## config.mk

```make
export PLATFORM = sky130hd
export DESIGN_NAME = serial_addsub_engine
export DESIGN_NICKNAME = d
export VERILOG_FILES = /design/src/rtl/serial_addsub_engine.sv
export SDC_FILE = /design/constraint.sdc
export NUM_CORES = 1
export LEC_CHECK = 0
export CAP_MARGIN = 30
export CORE_MARGIN = 3
export CORE_UTILIZATION = 45
export DETAILED_ROUTE_END_ITERATION = 7
export PLACE_DENSITY = 0.81
export SLEW_MARGIN = 10
export SYNTH_ARGS = -nofsm -noshare
export SYNTH_HDL_FRONTEND = slang
export SYNTH_SLANG_ARGS = --single-unit
```

## constraint.sdc

```tcl
create_clock -name clk -period 1.02 [get_ports clk]
set_input_delay 0.153 -clock clk [delete_from_list [all_inputs] [get_ports clk]]
set_output_delay 0.153 -clock clk [all_outputs]
set_load 0.01 [all_outputs]
```

## src/rtl/serial_addsub_engine.sv

```systemverilog
// Bit-serial WIDTH-bit adder/subtractor: one bit pair per clock, LSB first, carry/borrow in a flop.
// Optional signed-overflow output is compiled in with `define SERIAL_ADDSUB_OVF_EN.
module serial_addsub_engine #(
   parameter int WIDTH = 8
) (
   input  logic             clk,
   input  logic             rst_n,
   input  logic             start,
   input  logic             op_sub,
   input  logic [WIDTH-1:0] a_in,
   input  logic [WIDTH-1:0] b_in,
   output logic             busy,
   output logic             done,
   output logic [WIDTH-1:0] result,
   output logic             cb_out
`ifdef SERIAL_ADDSUB_OVF_EN
   ,
   output logic             ovf_out
`endif
);

   localparam int CW = (WIDTH > 2) ? $clog2(WIDTH) : 1;
   localparam logic [CW-1:0] LAST_BIT = CW'(WIDTH - 1);

   typedef enum logic [1:0] {
      S_IDLE  = 2'd0,
      S_SHIFT = 2'd1,
      S_DONE  = 2'd2
   } state_t;

   state_t state_q, state_d;

   logic [WIDTH-1:0] a_sh_q, b_sh_q, result_q;
   logic [CW-1:0]    cnt_q;
   logic             cb_q, op_sub_q;
   logic             accept, shift_en;
   logic             bit_a, bit_b, sum_bit, cb_d;

   // ---------------- FSM: state register ----------------
   always_ff @(posedge clk or negedge rst_n) begin
      if (!rst_n) begin
         state_q <= S_IDLE;
      end else begin
         state_q <= state_d;
      end
   end

   // ---------------- FSM: next-state logic ----------------
   always_comb begin
      state_d = state_q;
      case (state_q)
         S_IDLE:  if (start) state_d = S_SHIFT;
         S_SHIFT: if (cnt_q == LAST_BIT) state_d = S_DONE;
         S_DONE:  state_d = start ? S_SHIFT : S_IDLE;
         default: state_d = S_IDLE;
      endcase
   end

   // ---------------- FSM: outputs ----------------
   always_comb begin
      busy     = (state_q == S_SHIFT);
      done     = (state_q == S_DONE);
      shift_en = (state_q == S_SHIFT);
      accept   = start && (state_q != S_SHIFT);
   end

   // Single-bit full adder/subtractor cell fed from the operand LSBs.
   always_comb begin
      bit_a   = a_sh_q[0];
      bit_b   = b_sh_q[0];
      sum_bit = bit_a ^ bit_b ^ cb_q;
      if (op_sub_q) begin
         cb_d = (~bit_a & bit_b) | (bit_b & cb_q) | (cb_q & ~bit_a);
      end else begin
         cb_d = (bit_a & bit_b) | (bit_b & cb_q) | (cb_q & bit_a);
      end
   end

   // ---------------- Datapath ----------------
   always_ff @(posedge clk or negedge rst_n) begin
      if (!rst_n) begin
         a_sh_q   <= '0;
         b_sh_q   <= '0;
         result_q <= '0;
         cnt_q    <= '0;
         cb_q     <= 1'b0;
         op_sub_q <= 1'b0;
      end else if (accept) begin
         a_sh_q   <= a_in;
         b_sh_q   <= b_in;
         op_sub_q <= op_sub;
         cb_q     <= 1'b0;
         cnt_q    <= '0;
      end else if (shift_en) begin
         a_sh_q   <= {1'b0, a_sh_q[WIDTH-1:1]};
         b_sh_q   <= {1'b0, b_sh_q[WIDTH-1:1]};
         result_q <= {sum_bit, result_q[WIDTH-1:1]};
         cb_q     <= cb_d;
         cnt_q    <= cnt_q + 1'b1;
      end
   end

   assign result = result_q;
   assign cb_out = cb_q;

`ifdef SERIAL_ADDSUB_OVF_EN
   // Operand sign bits are shifted away, so keep copies for the overflow test.
   logic a_msb_q, b_msb_q;

   always_ff @(posedge clk or negedge rst_n) begin
      if (!rst_n) begin
         a_msb_q <= 1'b0;
         b_msb_q <= 1'b0;
      end else if (accept) begin
         a_msb_q <= a_in[WIDTH-1];
         b_msb_q <= b_in[WIDTH-1];
      end
   end

   always_comb begin
      if (op_sub_q) begin
         ovf_out = (a_msb_q != b_msb_q) && (result_q[WIDTH-1] != a_msb_q);
      end else begin
         ovf_out = (a_msb_q == b_msb_q) && (result_q[WIDTH-1] != a_msb_q);
      end
   end
`endif

endmodule

```

==> results by group <==
Outcome
  • Status: complete, but fails checks
  • Failing checks: negative setup slack

Logic synthesis
  • Synth top area cells: dfrtp_1 54%, mux2i_1 13%, nand2_1 11%, buf_6 3.9%, o21ai_0 3.5%
  • Synth Instances: 134
  • Distinct cells, synth: 20
  • Count leader, synth: nand2_1
  • Synth Warn #: 0
  • Avg Inst Size Synth: 10.68 sq um
  • Commonest cells in the netlist: 43 x nand2_1, 31 x dfrtp_1, 18 x mux2i_1, 10 x o21ai_0, 7 x o21ai_1
  • Number of synthesized flops with an enable pin: 0
  • Post-Syn Area: 1431 sq um
  • Async SR Flop Fraction: 1.000
  • Synth area leader: dfrtp_1
  • Main synth FF type: dfrtp_1
  • Net Count, Synth: 158
  • Post-synth top area share: 0.5420
  • Sequential-to-total area share from yosys stat: 0.5420
  • Seq cells post-synth: 31

Job
  • Max-cap violations: 0

Floorplan
  • Initial core utilization: 0.4935
  • Die Y: 62.40 microns
  • Core area: 2900 sq um
  • I/O pins: 31
  • Die Wd: 62.40 microns
  • Die area: 3894 sq um
  • FP Rows: 19

Route
  • Routed Antenna Nets: 0
  • Via count: 1053
  • Final WL: 2.676 mm
  • TritonRoute pass-1 iters: 4
  • DRC: 0
  • Vias/cell: 4.701
  • Initial DRC Count: 48
  • Drt wl/cell: 11.95 microns

GRT
  • Largest net degree at the start of global routing: 46
  • GRT Total Usage: 0.1587
  • Vias in the first global route: 1126
  • First-pass GRT wire length: 4.795 mm
  • Total grt overflow: 0
  • Initial antenna violation count: 0

CTS
  • Clock tree sinks: 31
  • Clk slew on worst S/H paths: 0.09 ns
  • Clock latency on the worst-skew pair: 0.32 ns
  • CTS tree: done
  • TritonCTS Buffers: 5
  • Root Driver: clkbuf_4
  • H-tree depth: 2
  • Post-CTS Hold Fix Bufs: 0
  • CTS max path bufs: 2

STA
  • # setup viols final: 32
  • Slew headroom: 0.8105
  • Crit share post-route: 1.210
  • Least-Margin Pin Slew: 0.2843 ns
  • RSZ-0062 raised after global routing: true
  • Fin. Hold Viols: 0
  • Setup ws final: -0.2142 ns
  • Minimum clock period: 1.234 ns
  • Max Clock Freq: 810.2 MHz
  • Max Slew Vio Count: 0
  • Clk_skew: 0.002679 ns

Setup path
  • Reg2reg end: b_sh_q[6]$_DFFE_PN0P_
  • FF-to-FF path depth: 5
  • Crit path to: busy
  • CP Launch Point: state_q[0]$_DFFE_PN0P_
  • Worst path max stage delay: 0.41 ns
  • CP Max Fanout: 2
  • Slowest stage cell, crit path: dfrtp_1
  • Critical path capture point type: output port
  • Worst reg2reg path startpoint: state_q[0]$_DFFE_PN0P_
  • Cell chain of the critical path: buf_6 > nand2b_4 > inv_4 > buf_6
  • CP required: 0.87 ns
  • Critical path data arrival time: 1.08 ns
  • CP Class: register to output port
  • CP most frequent cell: buf_6
  • FF-to-FF setup slack: -0.16 ns
  • Startpoint Class: register

Final layout
  • P&R area growth vs syn: 32.78%
  • Layout cells sized above 1: 0.2527
  • Number of diodes: 0
  • Layout Nets: 206
  • Finished Layout Cells: 224

Power
  • PwrDens: 2603 nW/um^2
  • Max VDD drop: 1355 uV
  • Tot Pwr: 4.948 mW
  • Leak: 0.9513 nW

Placement
  • Port-buffer cells: 30
  • Setup WS pre-CTS: -0.2902 ns
  • HPWL Detailed: 1.893 mm
  • Placed Instances: 213
  • Routability congestion estimate: 0.7397

Worst hold path
  • Min-Delay Path Class: input pin to asynchronous set/reset pin
worst min-delay path by stage:
stage	endpoint	slack, ns	start
3_5_place_dp	a_sh_q[3]$_DFFE_PN0P_	0.47	a_sh_q[4]$_DFFE_PN0P_
5_1_grt	b_sh_q[1]$_DFFE_PN0P_	0.20	rst_n
3_3_place_gp	a_sh_q[3]$_DFFE_PN0P_	0.46	a_sh_q[4]$_DFFE_PN0P_
4_1_cts	result[4]$_DFFE_PN0P_	0.19	rst_n
2_1_floorplan	a_sh_q[0]$_DFFE_PN0P_	-0.14	rst_n
6_report	result[6]$_DFFE_PN0P_	0.19	rst_n
power breakdown:
part	internal (mW)	switching, mW	total (mW)
Combinational	1.08	1.12	2.21
Sequential	1.73	0.291	2.02
Clock	0.319	0.399	0.717
state kept, by name, summed over array words and instances (netlist names):
register and flops:
a_sh_q 8, b_sh_q 8, cb_out 1, cnt_q 3
op_sub_q 1, result 8, state_q 2
cells by family after synthesis:
family / after synthesis / synth area share
fa+ha+maj: 4 / 0.04545
simple gates: 49 / 0.1399
buf+inv: 12 / 0.07167
mux: 18 / 0.1259
compound gates: 20 / 0.07518
flops: 31 / 0.5420
metal layers:
layer / routed length [microns] / part of all wire / global-route usage / vias to the layer above
li1: - / - / - / 529
met1: 1110 / 0.41 / 0.1710 / 489
met2: 1332 / 0.50 / 0.2716 / 31
met3: 196 / 0.073 / 0.06835 / 4
met4: 37 / 0.014 / 0.06612 / 0
met5: 0 / 0 / 0 / -
timing repair:
item | CTS | global route
cloned | 0 | 0
buffers inserted | 3 | 1
gates resized for setup | 47 | 4
pin swaps | 1 | 0
setup endpoints to repair | 41 | 42
metrics by stage:
| step | area (sq um) | setup TNS (ns) | hold WS (ns) | utilization |
|---|---|---|---|---|
| after CTS | 1878 | -2.963 | 0.1875 | 0.6475 |
| after global placement | 1841 | -5.965 | 0.4606 | 0.6346 |
| after global routing | 1901 | -6.887 | 0.1992 | 0.6553 |
| after detailed placement | 1841 | -6.924 | 0.4742 | 0.6346 |
| after floorplan | 1439 | -0.2560 | -0.1426 | - |
| final | 1901 | -3.716 | 0.1876 | 0.6553 |
final cells by class:
cell class / instances / area [sq um]
multi-input cells: 91 / 569.3
well taps: 42 / 52.55
fillers: 257 / 999.7
clock inverters: 1 / 5.005
clock buffers: 6 / 51.30
repair buffers: 48 / 425.4
inverters: 5 / 21.27
flip-flops and latches: 31 / 775.7
cells in the final DEF, fill, tap and decap left out, types with 2 or more instances in the layout:
master / count
nand2_1: 43
dfrtp_1: 31
clkdlybuf4s50_1: 19
mux2i_1: 18
buf_4: 14
buf_2: 9
o21ai_1: 8
o21ai_0: 8
clkbuf_4: 5
buf_6: 4
inv_1: 2
inv_2: 2
nor2_1: 2
o21ai_2: 2
fa_2: 2
buf_12: 2
worst max-delay path, delay by kind of cell (launching register included):
| family | cells | cell delay (ns) |
|---|---|---|
| AND/OR/NAND/NOR | 1 | 0.07 |
| buffers and inverters | 3 | 0.28 |
| flip-flops | 1 | 0.41 |
Note: power is estimated with default switching activity, not from simulation.
==> patch 1: new RTL, same flow settings <==
The 3 states of `state_t` get a one-hot encoding in 3 bits.
--- a/src/rtl/serial_addsub_engine.sv
+++ b/src/rtl/serial_addsub_engine.sv
@@ -24,6 +24,6 @@
 
-   typedef enum logic [1:0] {
-      S_IDLE  = 2'd0,
-      S_SHIFT = 2'd1,
-      S_DONE  = 2'd2
+   typedef enum logic [2:0] {
+      S_IDLE  = 3'b001,
+      S_SHIFT = 3'b010,
+      S_DONE  = 3'b100
    } state_t;
Formal check against the unedited RTL: no difference found for any inputs over 10 cycles, from zero or initial values and one cycle with rst_n low; not proved beyond that.
==> patch 1 against the unedited design <==
The run still ends with negative setup slack left. Worst setup slack worse by 210 ps. Maximum frequency is 15% lower. Design area increased by 20%. Cell count decreased by 1.8%. Sequential cell count grew 1. Total power increased by 11%. Synthesized area rose by 8.4%. Register-to-register slack worse by 270 ps. Count of clock-buffer cells in the layout grew 2. Routed wire length up 21%.
==> patch 1: results (changes against the unedited design) <==
* Status: finished, violations left
* Violated checks: negative setup slack
* Post-DP Area at 2054 sq um (+12%)
* CP Capture Point: result[1]
* Worst vdd ir at 1112 uV (-18%)
* Nets@finish at 199 (-3.4%)
* Vias in the first global route at 1153 (+2.4%)
* Endpoints failing setup at 36 (+13%)
* Distinct cells, synth at 24 (+20%)
* Register area share after synthesis at 51.69% (-2.5 points)
* GR Util All Layers at 16.95% (+1.1 points)
* Worst-path fanout max at 5 (+3)
* Placed cells at 192 (-9.9%)
* Layout cells sized above 1 at 60.23% (+35 points)
* Largest net degree at the start of global routing at 25 (-46%)
* Most area-consuming cells after synthesis: dfrtp_1 (50%), mux2_2 (27%), mux2i_1 (3.2%), fa_1 (2.6%), dfstp_2 (1.7%)
* Endpoint arrival time on the critical path at 1670 ps (+590 ps)
* Switching share of total power at 29.45% (-7.2 points)
* Slew @ Worst Pin at 245.9 ps (-38.38 ps)
* Setup ws final at -427.1 ps (-212.8 ps)
* WL/cell at 14.75 um (+23%)
* Final instance area at 2288 sq um (+20%)
* Delay of the slowest cell on the worst path at 450 ps (+40 ps)
* Initial DRC count at 12 (-75%)
* Fillers at 238 (-7.4%)
* Post-Route WL at 3244 um (+21%)
* Post-Syn Nets at 130 (-18%)
* Pre-CTS setup slack at -567.4 ps (-277.2 ps)
* Reg2Reg Launch Point: state_q[2]
* Wire length of the first global-routing pass at 5278 um (+10%)
* Gpl congestion at 0.7488 (+1.2%)
* Routed vias/inst at 4.927 (+4.8%)
-- patch 1: changes by cell type in the layout (fill, tap and decap cells not counted), moves of 3 or more --
cell,before,now
nand2_1,43,1
o21ai_0,8,0
nand2b_1,0,3
mux2_2,0,23
o21ai_1,8,0
buf_4,14,26
mux2_4,0,15
buf_6,4,9
mux2i_1,18,5
-- patch 1: timing repair --
item,CTS,global route
setup buffers,18,3
pin swaps,3,2
setup endpoints to repair,43,43
gates resized for setup,59,7
-- patch 1: logic make-up (layout without fill, tap and decap cells) --
| logic type | after synthesis | in the layout | share of synthesized area (%) |
|---|---|---|---|
| fa+ha+maj | 4 | 4 | 4.193 |
| flops | 32 | 32 | 51.69 |
| mux | 43 | 43 | 31.05 |
| buf+inv | 9 | 79 | 3.951 |
| simple gates | 17 | 17 | 8.629 |
| compound gates | 1 | 1 | 0.4841 |
-- patch 1: power by group through the flow --
stage | logic (mW) | registers (mW) | clock network (mW)
global route | 2.91 | 2.13 | 0.840
CTS | 2.57 | 2.05 | 0.779
global placement | 2.08 | 2.06 | 0
floorplan | 1.26 | 2.12 | 0
finish | 2.70 | 2.06 | 0.747
detailed placement | 2.17 | 2.10 | 0
-- patch 1: layout make-up --
| type | instances | share of cell area, % |
|---|---|---|
| flip-flops and latches | 32 | 35.10 |
| multi-input cells | 65 | 33.41 |
| repair buffers | 67 | 25.86 |
| clock buffers | 8 | 2.570 |
| well taps | 44 | 2.406 |
| inverters | 4 | 0.6561 |
-- patch 1: through the flow --
stage	setup TNS [ps]	total power [mW]
2_1_floorplan	-8295	3.383
3_3_place_gp	-13400	4.138
3_5_place_dp	-14130	4.268
4_1_cts	-11750	5.393
5_1_grt	-13700	5.878
6_report	-11790	5.505
-- patch 1: how the worst min path moves through the flow --
stage              start   endpoint  slack, ps  cells after the start
2_1_floorplan      rst_n  a_sh_q[0]       -140                      0
3_3_place_gp   b_sh_q[1]  b_sh_q[0]        480                      1
3_5_place_dp   b_sh_q[3]  b_sh_q[2]        490                      1
4_1_cts            rst_n  b_sh_q[2]        180                      2
5_1_grt            rst_n   cnt_q[0]        180                      2
6_report           rst_n  b_sh_q[2]        200                      2
-- patch 1: metal layers --
metal	share of wire, %	track usage, %	vias up	wire length [um]
met4	1.1	5.541	0	36
met5	0	0	-	0
met1	41	18.86	540	1324
met3	5.1	6.066	6	167
li1	-	-	509	-
met2	53	29.89	29	1715
==> patch 2: new RTL, config.mk and constraints unchanged <==
Made on the original files. `WIDTH`: 8 -> 16.
--- a/src/rtl/serial_addsub_engine.sv
+++ b/src/rtl/serial_addsub_engine.sv
@@ -3,3 +3,3 @@
 module serial_addsub_engine #(
-   parameter int WIDTH = 8
+   parameter int WIDTH = 16
 ) (
Ports: changed (resized a_in, b_in and result); port bits go from 31 to 55. No check against the original RTL was run, so the function may have changed too.
==> patch 2 against the unedited design <==
The run still ends with negative setup slack left. Die area is 68% higher. Routed wire length rose by 110%. Global-route usage grew 1.8 points. Maximum frequency up 3.7%. Design area is 84% higher. Total power is 81% higher. Synthesized cell count increased by 82%. Synthesized area increased by 76%. Worst setup slack improved by 44 ps. Sequential cell count is 25 higher. Critical path type unchanged. Largest cell class unchanged. Highest routed layer unchanged.
==> patch 2: results (changes against the unedited design) <==
* Largest net degree at the start of global routing at 32 (-30%)
* CTS Hold Bufs at 1 (+1)
* Final hold slack at 284.3 ps (+96.73 ps)
* Reg2reg path depth at 4 (-1)
* Distinct cells, synth at 25 (+25%)
* P_comb at 4.12 mW (+86%)
* Post-CTS sizing at 80 (+70%)
* Routed vias/inst at 4.910 (+4.4%)
* Latest clock arrival within the worst-skew pair at 300 ps (-20 ps)
* Layout cells sized above 1 at 24.85% (-0.43 points)
* Leakage at 1.763 nW (+85%)
* Hpwl dp at 3599 um (+90%)
* Gpl congestion at 0.7555 (+2.1%)
* Setup ws final at -170.6 ps (+43.67 ps)
* Post-CTS Setup Inserts at 6 (+3)
* Most area-consuming cells after synthesis: dfrtp_1 (56%), mux2i_1 (14%), nand2_1 (12%), o21ai_0 (4.6%), buf_6 (3.1%)
* Endpoint arrival time on the critical path at 1040 ps (-40 ps)
* GR Util All Layers at 17.65% (+1.8 points)
* Initial DRC count at 98 (+100%)
* Synth Area in Adders at 2.087% (-2.5 points)
* Worst-path fanout max at 3 (+1)
* Seq pwr at 3.61 mW (+79%)
* Worst r2r dst: cnt_q[2]
* Syn avg cell area at 10.32 sq um (-3.4%)
* Endpoints failing setup at 43 (+34%)
* Status: finished, violations left
* Post-synthesis mux area share at 14.12% (+1.5 points)
* Violated checks: negative setup slack
* Register area share after synthesis at 55.67% (+1.5 points)
## patch 2: cell types whose count changed after synthesis, sizes merged
cell	before	now
nand2	43	81
dfrtp	31	56
o21ai	18	35
mux2i	18	34
buf	7	13
clkbuf	0	3
nand3	1	4
and3	0	1
ha	2	1
mux2	0	1
xor2	0	1
## patch 2: metal layers
metal / vias up / GRT usage, % / routed length [um]
li1: 967 / - / -
met2: 42 / 30.71 / 2743
met5: - / 0 / 0
met4: 0 / 5.405 / 71
met3: 11 / 3.437 / 267
met1: 944 / 22.32 / 2429
## patch 2: worst max-delay path: stages, from the launching register on
cell	delay (ps)
dfrtp_1	390
nand2b_4	160
inv_4	80
buf_6	100
## patch 2: layout make-up
cell class	instances	area (sq um)	share of cell area, %
inverter	5	21.27	0.6082
clock inverter	2	10.01	0.2862
tap	70	87.58	2.504
sequential	56	1401	40.07
clock buffer	6	82.58	2.361
multi-input combinational	167	998.5	28.55
timing repair buffer	94	895.9	25.62
